<file path="src/rtl/tag_pkg.sv">
// Shared types, default widths and the word-to-tag XOR fold
// used by the tag verifier and its accumulator.
package tag_pkg;

   typedef enum logic [1:0] {
      IDLE,
      ABSORB,
      WAIT_TAG,
      RESULT
   } state_t;

   localparam int DEF_KEY_WIDTH  = 256;
   localparam int DEF_TAG_WIDTH  = 8;
   localparam int DEF_DATA_WIDTH = 32;
   localparam int DEF_MAX_WORDS  = 16;

   // Widest word the fold accepts.
   localparam int FOLD_MAX = 256;

   // XOR of all tw-bit chunks of the low dw bits of d.
   // Result sits in the low tw bits; the caller keeps only those.
   function automatic logic [FOLD_MAX-1:0] fold(
      input logic [FOLD_MAX-1:0] d,
      input int dw,
      input int tw
   );
      logic [FOLD_MAX-1:0] r;
      r = '0;
      for (int c = 0; c * tw < dw; c++)
         r = r ^ (d >> (c * tw));
      return r;
   endfunction

endpackage

</file>
<file path="src/rtl/tag_verifier_if.sv">
// Control, message-word and tag handshake bundle of tag_verifier.
// master: requester side (start, words, tag); slave: the verifier.
interface tag_verifier_if
   import tag_pkg::*;
#(
   parameter int KEY_WIDTH  = DEF_KEY_WIDTH,
   parameter int TAG_WIDTH  = DEF_TAG_WIDTH,
   parameter int DATA_WIDTH = DEF_DATA_WIDTH
) ();

   logic                  start;
   logic [KEY_WIDTH-1:0]  key_in;
   logic [TAG_WIDTH-1:0]  tag_mask;
   logic                  in_valid;
   logic                  in_ready;
   logic [DATA_WIDTH-1:0] in_data;
   logic                  in_last;
   logic                  tag_valid;
   logic [TAG_WIDTH-1:0]  tag_in;
   logic                  busy;
   logic                  done;
   logic                  auth_ok;
   logic                  overflow;

   modport master (
      output start, key_in, tag_mask,
      output in_valid, in_data, in_last,
      output tag_valid, tag_in,
      input  in_ready, busy, done, auth_ok, overflow
   );

   modport slave (
      input  start, key_in, tag_mask,
      input  in_valid, in_data, in_last,
      input  tag_valid, tag_in,
      output in_ready, busy, done, auth_ok, overflow
   );

endinterface

</file>
<file path="src/rtl/tag_accumulator.sv">
// Tag accumulator: selects the key slice for the current word,
// masks and folds the word, and rotates it into acc.
// Ports: clk, reset, clear, en, key, data, word_cnt -> acc.
module tag_accumulator
   import tag_pkg::*;
#(
   parameter int KEY_WIDTH  = DEF_KEY_WIDTH,
   parameter int TAG_WIDTH  = DEF_TAG_WIDTH,
   parameter int DATA_WIDTH = DEF_DATA_WIDTH,
   parameter int CNT_W      = 5
) (
   input  logic                  clk,
   input  logic                  reset,
   input  logic                  clear,
   input  logic                  en,
   input  logic [KEY_WIDTH-1:0]  key,
   input  logic [DATA_WIDTH-1:0] data,
   input  logic [CNT_W-1:0]      word_cnt,
   output logic [TAG_WIDTH-1:0]  acc
);

   localparam int NSLICE = KEY_WIDTH / DATA_WIDTH;
   localparam int SEL_W  = (NSLICE > 1) ? $clog2(NSLICE) : 1;

   logic [DATA_WIDTH-1:0] slices [NSLICE];
   logic [SEL_W-1:0]      sel;
   logic [DATA_WIDTH-1:0] m;
   logic [FOLD_MAX-1:0]   fw;
   logic [TAG_WIDTH-1:0]  f;
   logic [TAG_WIDTH-1:0]  rot;
   logic                  fold_unused;

   for (genvar g = 0; g < NSLICE; g++) begin : g_slice
      assign slices[g] = key[g*DATA_WIDTH +: DATA_WIDTH];
   end

   // The key repeats every NSLICE words.
   assign sel = SEL_W'(int'(word_cnt) % NSLICE);
   assign m   = data ^ slices[sel];
   assign fw  = fold(FOLD_MAX'(m), DATA_WIDTH, TAG_WIDTH);
   assign f   = fw[TAG_WIDTH-1:0];
   assign rot = {acc[TAG_WIDTH-2:0], acc[TAG_WIDTH-1]};

   assign fold_unused = ^fw[FOLD_MAX-1:TAG_WIDTH];

   always_ff @(posedge clk or posedge reset) begin
      if (reset)
         acc <= '0;
      else if (clear)
         acc <= '0;
      else if (en)
         acc <= rot ^ f;
   end

endmodule

</file>
<file path="src/rtl/tag_verifier.sv">
// Keyed message authenticator: absorbs up to MAX_WORDS words,
// then compares the masked accumulator against a received tag.
// Ports: clk, reset (async, high), bus (tag_verifier_if.slave).
module tag_verifier
   import tag_pkg::*;
#(
   parameter int KEY_WIDTH  = DEF_KEY_WIDTH,
   parameter int TAG_WIDTH  = DEF_TAG_WIDTH,
   parameter int DATA_WIDTH = DEF_DATA_WIDTH,
   parameter int MAX_WORDS  = DEF_MAX_WORDS
) (
   input logic           clk,
   input logic           reset,
   tag_verifier_if.slave bus
);

   localparam int CNT_W = $clog2(MAX_WORDS + 1);

   state_t               state;
   state_t               next;
   logic [KEY_WIDTH-1:0] key_q;
   logic [TAG_WIDTH-1:0] mask_q;
   logic [TAG_WIDTH-1:0] acc;
   logic [CNT_W-1:0]     word_cnt;
   logic                 go;
   logic                 accept;
   logic                 final_slot;
   logic                 tag_hit;

   assign go         = (state == IDLE) && bus.start;
   assign accept     = (state == ABSORB) && bus.in_valid;
   assign final_slot = (word_cnt == CNT_W'(MAX_WORDS - 1));
   assign tag_hit    = (state == WAIT_TAG) && bus.tag_valid;

   always_ff @(posedge clk or posedge reset) begin
      if (reset)
         state <= IDLE;
      else
         state <= next;
   end

   always_comb begin
      next = state;
      case (state)
         IDLE:
            if (bus.start)
               next = ABSORB;
         ABSORB:
            if (bus.in_valid) begin
               if (bus.in_last)
                  next = WAIT_TAG;
               else if (final_slot)
                  next = RESULT;
            end
         WAIT_TAG:
            if (bus.tag_valid)
               next = RESULT;
         RESULT:
            next = IDLE;
         default:
            next = IDLE;
      endcase
   end

   always_comb begin
      bus.in_ready = (state == ABSORB);
      bus.busy     = (state != IDLE);
      bus.done     = (state == RESULT);
   end

   always_ff @(posedge clk or posedge reset) begin
      if (reset) begin
         key_q        <= '0;
         mask_q       <= '0;
         word_cnt     <= '0;
         bus.auth_ok  <= 1'b0;
         bus.overflow <= 1'b0;
      end else if (go) begin
         key_q        <= bus.key_in;
         mask_q       <= bus.tag_mask;
         word_cnt     <= '0;
         bus.auth_ok  <= 1'b0;
         bus.overflow <= 1'b0;
      end else begin
         if (accept) begin
            word_cnt <= word_cnt + 1'b1;
            if (!bus.in_last && final_slot)
               bus.overflow <= 1'b1;
         end
         if (tag_hit)
            bus.auth_ok <= ((acc ^ mask_q) == bus.tag_in);
      end
   end

   tag_accumulator #(
      .KEY_WIDTH  (KEY_WIDTH),
      .TAG_WIDTH  (TAG_WIDTH),
      .DATA_WIDTH (DATA_WIDTH),
      .CNT_W      (CNT_W)
   ) u_acc (
      .clk      (clk),
      .reset    (reset),
      .clear    (go),
      .en       (accept),
      .key      (key_q),
      .data     (bus.in_data),
      .word_cnt (word_cnt),
      .acc      (acc)
   );

endmodule
</file>
<file path="src/flat_wrapper.sv">
// flat-port wrapper written by rule: the top's interface ports become plain ports
module tag_verifier_flat import tag_pkg::*;
#(
   parameter int KEY_WIDTH  = DEF_KEY_WIDTH,
   parameter int TAG_WIDTH  = DEF_TAG_WIDTH,
   parameter int DATA_WIDTH = DEF_DATA_WIDTH,
   parameter int MAX_WORDS  = DEF_MAX_WORDS
)
  (clk, reset, bus_start, bus_key_in, bus_tag_mask, bus_in_valid, bus_in_data, bus_in_last, bus_tag_valid, bus_tag_in, bus_in_ready, bus_busy, bus_done, bus_auth_ok, bus_overflow);
  tag_verifier_if #(.KEY_WIDTH(KEY_WIDTH), .TAG_WIDTH(TAG_WIDTH), .DATA_WIDTH(DATA_WIDTH)) bus_i ();
  input logic clk;
  input logic reset;
  input wire logic [$bits(bus_i.start)-1:0] bus_start;
  input wire logic [$bits(bus_i.key_in)-1:0] bus_key_in;
  input wire logic [$bits(bus_i.tag_mask)-1:0] bus_tag_mask;
  input wire logic [$bits(bus_i.in_valid)-1:0] bus_in_valid;
  input wire logic [$bits(bus_i.in_data)-1:0] bus_in_data;
  input wire logic [$bits(bus_i.in_last)-1:0] bus_in_last;
  input wire logic [$bits(bus_i.tag_valid)-1:0] bus_tag_valid;
  input wire logic [$bits(bus_i.tag_in)-1:0] bus_tag_in;
  output wire logic [$bits(bus_i.in_ready)-1:0] bus_in_ready;
  output wire logic [$bits(bus_i.busy)-1:0] bus_busy;
  output wire logic [$bits(bus_i.done)-1:0] bus_done;
  output wire logic [$bits(bus_i.auth_ok)-1:0] bus_auth_ok;
  output wire logic [$bits(bus_i.overflow)-1:0] bus_overflow;
  assign bus_i.start = bus_start;
  assign bus_i.key_in = bus_key_in;
  assign bus_i.tag_mask = bus_tag_mask;
  assign bus_i.in_valid = bus_in_valid;
  assign bus_i.in_data = bus_in_data;
  assign bus_i.in_last = bus_in_last;
  assign bus_i.tag_valid = bus_tag_valid;
  assign bus_i.tag_in = bus_tag_in;
  assign bus_in_ready = bus_i.in_ready;
  assign bus_busy = bus_i.busy;
  assign bus_done = bus_i.done;
  assign bus_auth_ok = bus_i.auth_ok;
  assign bus_overflow = bus_i.overflow;
  tag_verifier #(.KEY_WIDTH(KEY_WIDTH), .TAG_WIDTH(TAG_WIDTH), .DATA_WIDTH(DATA_WIDTH), .MAX_WORDS(MAX_WORDS)) u_core (.clk(clk), .reset(reset), .bus(bus_i));
endmodule
</file>
<file path="config.mk">
export PLATFORM = sky130hd
export DESIGN_NAME = tag_verifier_flat
export DESIGN_NICKNAME = d
export VERILOG_FILES = /design/src/rtl/tag_pkg.sv /design/src/rtl/tag_verifier_if.sv /design/src/rtl/tag_accumulator.sv /design/src/rtl/tag_verifier.sv /design/src/flat_wrapper.sv
export SDC_FILE = /design/constraint.sdc
export NUM_CORES = 1
export LEC_CHECK = 0
export BUFFER_PORTS_ARGS = -buffer_cell sky130_fd_sc_hd__buf_2
export CAP_MARGIN = 20
export CELL_PAD_IN_SITES_DETAIL_PLACEMENT = 0
export CELL_PAD_IN_SITES_GLOBAL_PLACEMENT = 1
export CORE_ASPECT_RATIO = 1.5
export CORE_MARGIN = 4
export CORE_UTILIZATION = 44
export CTS_CLUSTER_SIZE = 25
export DETAILED_ROUTE_END_ITERATION = 10
export PLACE_DENSITY_LB_ADDON = 0.08
export SETUP_SLACK_MARGIN = 0.15
export SYNTH_ARGS = -nofsm -noshare
export SYNTH_HDL_FRONTEND = slang
export SYNTH_HIERARCHICAL = 1
export SYNTH_SLANG_ARGS = --single-unit
</file>
<file path="constraint.sdc">
create_clock -name clk -period 11.3 [get_ports clk]
set_input_delay 2.26 -clock clk [delete_from_list [all_inputs] [get_ports clk]]
set_output_delay 2.26 -clock clk [all_outputs]
set_load 0.005 [all_outputs]
</file>
* Word level (Yosys, flattened, before mapping) *
Cells that the tools add are included.

cells by class
  bitwise operators = 7
  reduce and logical (&&, ||, !) cells = 12
  $add $sub $neg = 1
  magnitude comparators = 1
  multiplexer cells = 18
  equality and inequality tests = 9

operator list
  operator                                                  number
  binary-select mux 32 bit (select 3 bit)                   1
  2-to-1 mux 32 bit                                         2
  bitwise XOR 8 bit                                         5
  bitwise XOR 32 bit                                        1
  2-to-1 mux 8 bit                                          2
  2-to-1 mux 2 bit                                          5
  2-to-1 mux 5 bit                                          2
  equality test 8 bit                                       1
  one-hot mux 2 bit (4 select lines)                        1
  nonzero test 2 bit                                        4
  inequality test 2 bit, second input constant              3
  adder 5 x 1 -> 5 bit, second input constant               1
  equality test 5 x 4 -> 1 bit, second input constant       1
  2-to-1 mux 1 bit                                          5
  equality test 2 bit, second input constant                2
  greater-or-equal comparator 4 bit, second input constant  1
  logical AND 1 bit                                         4
  inverter 3 -> 4 bit                                       1
  AND reduction 4 bit                                       1
  inequality test 3 x 2 -> 1 bit, second input constant     1
  equality test 2 x 1 -> 1 bit, second input constant       1
  zero test 2 bit                                           1
  AND reduction 2 bit                                       1
  zero test 1 bit                                           1

word-level totals
  logic and storage cells = 55
  input bits = 310
  output and inout bits = 5
  bits in registers = 281

* Depth between registers and ports, before layout *
Gate-level depths: netlist (run 1).

  depth after elaboration = 11
  mapped depth = 10
  gate-level depth less buffers = 7

* Cells and area by module *
The synthesis (run 1) kept the hierarchy.

by module, submodules not included
  module           area an instance (um^2)  seq. area each (um^2)  cells an instance  times used
  tag_verifier     10421.2                  6831.6                 624                1
  tag_accumulator  2994.1                   200.2                  191                1

* Worst setup path before layout (run 1) *
Ideal clock, no wire load.

  path type = in2reg
  from = input bus_in_data[4]
  to = register u_core.u_acc.acc[4]
  data required time = 11.206 ns
  path buffers = 0
  setup time = 0.094 ns
  stages on the path = 5
  path slack = 7.679 ns
  data arrival time = 3.527 ns
  path through = xnor3_1 xnor2_1 xnor2_1 xnor3_1 a211oi_1

on the way
  longest elaborated chain between the ends = 7

ends and longest elaborated chain
  what                             RTL line               text
  start, declared                  flat_wrapper.sv:17     input wire logic [$bits(bus_i.in_data)-1:0] bus_in_data;
  bitwise XOR 32 bit               tag_accumulator.sv:39  assign m = data ^ slices[sel];
  bitwise XOR 8 bit (3 in series)  tag_pkg.sv:30          r = r ^ (d >> (c * tw));
  bitwise XOR 8 bit                tag_accumulator.sv:52  acc <= rot ^ f;
  2-to-1 mux 8 bit                 tag_accumulator.sv:51  else if (en)
  2-to-1 mux 8 bit                 tag_accumulator.sv:49  else if (clear)
  end signal, assigned             tag_accumulator.sv:52
  end, declared                    tag_accumulator.sv:19  output logic [TAG_WIDTH-1:0] acc

Every way passes these cells. The select of a mux whose other input is x is not followed.
A chain may end at the register's enable or synchronous reset.

==> results of run 1 <==
==> worst max-delay path, stage by stage <==
cell and delay [ps]:
buf_2 130, inv_8 550, buf_4 840, buf_4 850
==> metrics by stage <==
stage	hold WS [ps]	util
5_1_grt	508	0.540
3_5_place_dp	487	0.505
6_report	497	0.540
4_1_cts	501	0.539
3_3_place_gp	480	0.505
2_1_floorplan	472	-
==> layer usage <==
layer,share of wire,vias to the layer above,track usage
met3,0.067,54,0.0458
met4,0.021,14,0.0530
li1,-,3647,-
met2,0.53,214,0.355
met5,0.0024,-,0
met1,0.38,4076,0.229
==> area by class of cell <==
class	instances	area (µm²)
Clock inverter	14	204
Timing Repair Buffer	320	1630
Sequential cell	281	7040
Multi-Input combinational cell	475	6020
Inverter	9	41.3
Fill cell	2548	13900
Tap cell	400	500
Clock buffer	38	820
Antenna cell	7	17.5
==> path summary, 6_finish.rpt <==
| kind | to | cells after the start | startpoint |
|---|---|---|---|
| min in group asynchronous | u_core/u_acc/acc[5] | 2 | reset |
| max in group clk | u_core/key_q[40] | 4 | bus_start |
| worst min register to register | u_core/key_q[185] | 1 | u_core/key_q[185] |
| worst min-delay path | u_core/key_q[185] | 1 | u_core/key_q[185] |
| worst max-delay path | u_core/key_q[47] | 4 | reset |
| worst max register to register | u_core/u_acc/acc[3] | 6 | u_core/word_cnt[1] |
==> power by group <==
group	switching, W	internal [W]
clock	0.000399	0.000623
sequential	0.000306	0.00152
combinational	0.000648	0.00117
==> cells in the mapped netlist, types with 2 or more instances <==
library cell    n  area share
a211oi_1        6      0.0034
a21oi_1         3      0.0011
buf_1          10      0.0028
buf_12          2      0.0030
buf_2          23      0.0086
buf_4           4      0.0022
buf_6           7      0.0059
clkbuf_1        3     0.00084
dfrtp_1       281        0.52
ha_1            7      0.0065
inv_1           9      0.0025
mux2_2        266        0.22
mux2i_1        30       0.022
mux4_1         27       0.053
mux4_2         37       0.062
nand2_1         7      0.0020
nand4_1         2     0.00093
nor2_1         14      0.0039
o21ai_0         2     0.00075
o21ai_1         2     0.00075
xnor2_1        29       0.019
xnor3_1        22       0.037
xor2_1         11      0.0072
==> flip-flops by register name, summed over array words and instances (netlist names) <==
signal               flops
u_core/key_q           256
u_core/bus.auth_ok       1
u_core/word_cnt          5
u_core/bus.overflow      1
u_core/u_acc/acc         8
u_core/mask_q            8
u_core/state             2
==> logic make-up (layout without fill, tap and decap cells) <==
family,Yosys count,count (layout),synth area share
other cells,0,7,0
mux,360,360,0.361
xor+xnor,62,62,0.0630
compound gates,18,18,0.00942
buf+inv,59,381,0.0270
flops,281,281,0.524
fa+ha+maj,7,7,0.00653
simple gates,28,28,0.00923
==> results.cfg, run 1 <==
[finish]
stdcell_count = 1544
layout_common_cells = buf_2 (314), dfrtp_1 (278), mux2_2 (266)
layout.nets = 1433
syn2layout_area_growth_pct = 21.3
stdcell_area_mm2 = 0.0163
drive_gt1_frac = 0.596
final_common_cell = buf_2

[critical_path]
crit_required_ps = 11840
crit_path_end_kind = asynchronous set/reset pin
cp_max_fo = 129
ff2ff_setup_slack_ps = 7870
cp.arrival_ps = 4780
startpoint_type = primary input
critPathKind = primary input to asynchronous set/reset pin

[floorplan]
start_util = 0.445
std_cell_rows = 78
core_mm2 = 0.0302
die_h_um = 222
dieArea_mm2 = 0.0334
io_pins = 315
die_w_um = 151

[pwr]
p_per_area_mw_per_mm2 = 286
power_w = 0.00466
leakage_nw = 7.28
peakVddDrop_mv = 0.139

[yosys]
syn_inst = 815
yosysWarnings = 6
syn_area_mm2 = 0.0134
yosysSeqAreaShare = 0.524
synth_seq_cells = 281
synthFlopType = dfrtp_1
synth_edf_count = 0
synth.distinct_cells = 34
syn-mean-instance-area_um2 = 16.5
async_flop_share = 1.00
synthesis.nets = 1132

[placement]
portBuffers = 314
gp_congestion = 0.744
placed_area_mm2 = 0.0152
post-dp-hpwl_mm = 23.2
dp_slack_ps = 6220
dp_cells = 1485

[clock_network]
cts_tree = yes
root_buffer = clkbuf_16
cts_buffers = 29
ctsLongestPathBuffers = 3
cts_setup_buffers = 0
cts_resized = 0
cts.sinks = 281
clk_pin_slew_worst_paths_ps = 60
cts_hold_buffers = 0
clk_latency_ps = 550
cts_htree_levels = 1

[timing]
hold_viol_final = 0
worstMarginPinSlew_ps = 991
slew_violations = 0
setup_viol_count_final = 0
fmax_mhz = 236
min_period_ps = 4240
setup_slack_ps = 7060
setup_tns_ps = 0
relSlewSlack = 0.339
timing.final.crit_share = 0.375
rsz0062_at_grt = no
fin_worst_skew_ps = 13.9

[grt]
antenna_found_initial = 13
grt_max_degree = 156
grt_pass1_wl_mm = 49.9
overflow = 0
first_global_vias = 8776
track_usage = 0.195

[outcome]
outcome = complete, no violations

[min_path]
hp-class = flip-flop to flip-flop

[route]
drcViolationCount = 0
wl_per_cell_um = 21.3
vias_per_cell = 5.18
drt_pass1_iterations = 4
drt_iter0_drc = 281
wirelength_mm = 32.9
ant_nets = 0
num_vias = 8005

[run]
drv_cap = 0
(Power assumes the default switching activity.)
==> inputs of run 2 (changes only) <==
--- a/config.mk
+++ b/config.mk
@@ -11,7 +11,7 @@
 export CELL_PAD_IN_SITES_GLOBAL_PLACEMENT = 1
 export CORE_ASPECT_RATIO = 1.5
 export CORE_MARGIN = 4
-export CORE_UTILIZATION = 44
+export CORE_UTILIZATION = 40
 export CTS_CLUSTER_SIZE = 25
 export DETAILED_ROUTE_END_ITERATION = 10
 export PLACE_DENSITY_LB_ADDON = 0.08
==> constraint.sdc (replaced) <==
create_clock -name clk -period 3.68 [get_ports clk]
set_input_delay 0.736 -clock clk [delete_from_list [all_inputs] [get_ports clk]]
set_output_delay 0.736 -clock clk [all_outputs]
set_load 0.005 [all_outputs]
==> results.cfg, run 2 (synthesized netlist as in run 1, its figures left out) <==
[timing]
rsz0062_at_grt = no
fin_worst_skew_ps = 12.0
worstMarginPinSlew_ps = 756
min_period_ps = 2820
fmax_mhz = 355
final.hold.worst_slack_ps = 176
relSlewSlack = 0.496
slew_violations = 0
setup_slack_ps = 865
setup_viol_count_final = 0
timing.final.crit_share = 0.765
hold_viol_final = 0

[run]
drv_cap = 0

[finish]
largest_register = u_core/key_q
stdcell_count = 1564
layout_common_cells = buf_2 (314), dfrtp_1 (278), mux2_2 (266)
syn2layout_area_growth_pct = 22.6
final_common_cell = buf_2
largest_reg_flops = 256
reg.largest.list = u_core/key_q (256), u_core/mask_q (8), u_core/u_acc/acc (8)
fillers = 2951
layout.nets = 1446
drive_gt1_frac = 0.601
antenna_cells = 0
post-route-util = 0.501

[clock_network]
cts.sinks = 281
cts_buffers = 29
clk_latency_ps = 550
cts_setup_buffers = 0
clk_pin_slew_worst_paths_ps = 60
cts_hold_buffers = 0
cts_resized = 0
ctsLongestPathBuffers = 3
root_buffer = clkbuf_16
cts_htree_levels = 1
cts_tree = yes

[floorplan]
dieArea_mm2 = 0.0366
start_util = 0.409
io_pins = 315
die_h_um = 232
die_w_um = 158
core_mm2 = 0.0328
std_cell_rows = 81

[pwr]
seq_power_share = 0.393
switching_power_w = 0.00425
peakVddDrop_mv = 0.442
p_per_area_mw_per_mm2 = 882
p_int_w = 0.0102
swShare = 0.293
pwr-share-comb = 0.389
leakage_nw = 7.36
clockPowerShare = 0.218

[grt]
antenna_found_initial = 0
use_met3 = 0.0313
track_usage = 0.188
first_global_vias = 8702
busiest_layer = met2
grt_max_degree = 105
overflow = 0
met2_usage = 0.338
grt_pass1_wl_mm = 52.0
use_met1 = 0.241

[critical_path]
crit_slowest_cell = dfrtp_4
crit_buf_inv = 1
slowest_delay_ps = 820
critPathKind = flip-flop to flip-flop
startpoint_type = flip-flop
cp_max_fo = 33
startpoint = u_core/word_cnt[1]
crit_family = flip-flops
r2r-start = u_core/word_cnt[1]
crit_path_end_kind = flip-flop
cp.arrival_ps = 3270
crit_chain = buf_4, mux4_2, mux2i_1, xnor2_1, xnor3_1, a211oi_1
crit_required_ps = 4140

[route]
wirelength_mm = 34.7
vias_per_cell = 5.08
wl_per_cell_um = 22.2
drcViolationCount = 0
num_vias = 7945
drt_pass1_iterations = 4
drt_iter0_drc = 361
ant_nets = 0

[placement]
gp_congestion = 0.721
post-dp-hpwl_mm = 25.8
portBuffers = 314
dp_slack_ps = 793
dp_cells = 1513

[min_path]
hp-class = primary input to asynchronous set/reset pin

[outcome]
outcome = complete, no violations
-- run 2: cell types whose count changed in the layout (fill, tap and decap cells not counted) --
cell and delta:
diode_2 -7, clkbuf_8 +2, inv_8 -2, buf_4 +8, clkinv_2 -1, buf_12 +5
-- run 2: power groups by stage --
stage          clock (W)  sequential [W]  combinational [W]
2_1_floorplan          0         0.00521            0.00479
3_3_place_gp           0         0.00577            0.00562
3_5_place_dp           0         0.00579            0.00575
4_1_cts          0.00326         0.00574            0.00577
5_1_grt          0.00338         0.00590            0.00611
6_report         0.00316         0.00570            0.00563
-- run 2: through the flow --
stage	power, W	instance area, µm²	setup TNS [ps]
4_1_cts	0.0148	16400	0
3_3_place_gp	0.0114	15400	0
3_5_place_dp	0.0115	15400	0
2_1_floorplan	0.0100	13400	-181660
6_report	0.0145	16400	0
5_1_grt	0.0154	16400	0
-- run 2: layer usage --
metal	vias to the layer above	share of wire	wire (µm)
met5	-	0	0
met4	0	0.012	412
met3	32	0.056	1960
met2	225	0.54	18600
met1	4034	0.40	13700
li1	3654	-	-
-- run 2: path summary, 6_finish.rpt --
path | endpoint | slack, ps | cells past startpoint
worst max-delay path | u_core/u_acc/acc[5] | 860 | 6
worst max register to register | u_core/u_acc/acc[5] | 860 | 6
min in group clk | u_core/key_q[84] | 420 | 2
max in group asynchronous | u_core/key_q[187] | 2370 | 3
worst min-delay path | u_core/u_acc/acc[3] | 180 | 2
worst min register to register | u_core/key_q[113] | 500 | 1
-- run 2: layout make-up --
| type | instances | area [µm²] | share of cell area |
|---|---|---|---|
| Sequential cell | 281 | 7040 | 0.428 |
| Clock inverter | 11 | 180 | 0.0110 |
| Timing Repair Buffer | 333 | 1790 | 0.109 |
| Inverter | 9 | 37.5 | 0.00228 |
| Tap cell | 415 | 519 | 0.0316 |
| Multi-Input combinational cell | 475 | 6020 | 0.366 |
| Clock buffer | 40 | 847 | 0.0515 |
==> inputs of run 3 (changes only) <==
--- a/config.mk
+++ b/config.mk
@@ -11,7 +11,7 @@
 export CELL_PAD_IN_SITES_GLOBAL_PLACEMENT = 1
 export CORE_ASPECT_RATIO = 1.5
 export CORE_MARGIN = 4
-export CORE_UTILIZATION = 40
+export CORE_UTILIZATION = 44
 export CTS_CLUSTER_SIZE = 25
 export DETAILED_ROUTE_END_ITERATION = 10
 export PLACE_DENSITY_LB_ADDON = 0.08
==> constraint.sdc (replaced) <==
create_clock -name clk -period 2.85 [get_ports clk]
set_input_delay 0.57 -clock clk [delete_from_list [all_inputs] [get_ports clk]]
set_output_delay 0.57 -clock clk [all_outputs]
set_load 0.005 [all_outputs]
==> results.cfg, run 3 (synthesized netlist as in run 1, its figures left out) <==
[finish]
drive_gt1_frac = 0.601
fillers = 2566
multi_input_area_mm2 = 0.00602
seqCellArea_mm2 = 0.00704
largest_reg_flops = 256
layout_common_cells = buf_2 (314), dfrtp_1 (278), mux2_2 (266)
largest_register = u_core/key_q
layout.nets = 1455
syn2layout_area_growth_pct = 23.1
final_common_cell = buf_2
stdcell_area_mm2 = 0.0165
reg.largest.list = u_core/key_q (256), u_core/mask_q (8), u_core/u_acc/acc (8)

[clock_network]
clk_pin_slew_worst_paths_ps = 60
clk_latency_ps = 550
cts_resized = 0
ctsLongestPathBuffers = 3
cts_htree_levels = 1
cts_setup_buffers = 0
cts_hold_buffers = 0
root_buffer = clkbuf_16
cts.sinks = 281
cts_buffers = 28
cts_tree = yes

[pwr]
p_per_area_mw_per_mm2 = 1120
swShare = 0.297
seq_power_share = 0.391
peakVddDrop_mv = 0.711
clockPowerShare = 0.201
pwr-share-comb = 0.408
p_int_w = 0.0130
switching_power_w = 0.00550
leakage_nw = 7.39

[critical_path]
crit_required_ps = 3290
critPathKind = flip-flop to flip-flop
startpoint_type = flip-flop
cp.arrival_ps = 2930
crit_path_end_kind = flip-flop
cp_max_fo = 26

[placement]
dp_slack_ps = 339
post-dp-hpwl_mm = 26.1
placed_area_mm2 = 0.0156
gp_congestion = 0.770
portBuffers = 314

[timing]
slew_violations = 0
setup_viol_count_final = 0
fin_worst_skew_ps = 15.0
setup_slack_ps = 362
timing.final.crit_share = 0.873
relSlewSlack = 0.460
rsz0062_at_grt = no
worstMarginPinSlew_ps = 808
min_period_ps = 2490
fmax_mhz = 402
hold_viol_final = 0

[run]
drv_cap = 0

[floorplan]
core_mm2 = 0.0302
die_h_um = 222
start_util = 0.445
dieArea_mm2 = 0.0334
std_cell_rows = 78
io_pins = 315
die_w_um = 151

[grt]
track_usage = 0.206
antenna_found_initial = 10
overflow = 0
grt_pass1_wl_mm = 52.0
grt_max_degree = 66
first_global_vias = 8826

[route]
ant_nets = 0
vias_per_cell = 5.17
wl_per_cell_um = 22.0
drt_pass1_iterations = 4
num_vias = 8089
drt_iter0_drc = 255
wirelength_mm = 34.3
drcViolationCount = 0

[min_path]
hp-class = primary input to asynchronous set/reset pin

[outcome]
outcome = complete, no violations
-- run 3: changes by cell type in the layout (fill, tap and decap cells not counted) --
cell	change
buf_12	+8
buf_4	+2
bufinv_16	-3
clkbuf_1	+4
clkbuf_8	-3
clkinv_2	-1
clkinvlp_4	+2
diode_2	+5
inv_6	+1
-- run 3: final timing paths --
| path | startpoint | end | slack (ps) | cells past startpoint |
|---|---|---|---|---|
| max in group asynchronous | reset | u_core/word_cnt[1] | 1920 | 3 |
| max reg2reg | u_core/word_cnt[1] | u_core/u_acc/acc[4] | 360 | 6 |
| min in group clk | bus_key_in[196] | u_core/key_q[196] | 250 | 2 |
| max | u_core/word_cnt[1] | u_core/u_acc/acc[4] | 360 | 6 |
| min | reset | u_core/u_acc/acc[7] | 50 | 2 |
| min reg2reg | u_core/key_q[21] | u_core/key_q[21] | 500 | 1 |
-- run 3: through the flow --
stage,hold WS (ps),util,power (W),instances,TNS (ps)
floorplan,386,-,0.0129,815,-362930
finish,45.7,0.548,0.0185,1564,0
detailed placement,488,0.516,0.0150,1508,0
CTS,33.2,0.547,0.0188,1559,0
global placement,478,0.516,0.0149,1508,0
global route,51.9,0.547,0.0197,1562,0
-- run 3: area by class of cell --
cell class	count	share of cell area
sequential	281	0.427
tap	400	0.0303
clock buffer	41	0.0497
antenna	5	0.000758
multi-input combinational	475	0.365
clock inverter	10	0.00659
timing repair buffer	343	0.119
inverter	9	0.00227
-- run 3: worst max-delay path: stages, from the launching register on --
cell and delay (ps):
dfrtp_4 460, buf_12 220, mux4_1 580, mux2i_1 170, xnor2_1 210, xnor3_1 450, a211oi_1 260
-- run 3: power groups by stage --
stage | Clock (W) | Sequential (W) | Combinational, W
after floorplan | 0 | 0.00672 | 0.00619
after global placement | 0 | 0.00733 | 0.00753
after detailed placement | 0 | 0.00733 | 0.00768
after CTS | 0.00384 | 0.00727 | 0.00771
after global routing | 0.00401 | 0.00748 | 0.00821
final | 0.00373 | 0.00722 | 0.00755
-- run 3: per-layer routing --
layer / routed length [µm] / global-route usage / share of wire
met2: 18200 / 0.366 / 0.53
met4: 609 / 0.0506 / 0.018
met5: 62 / 0 / 0.0018
met3: 2370 / 0.0438 / 0.069
met1: 13100 / 0.255 / 0.38
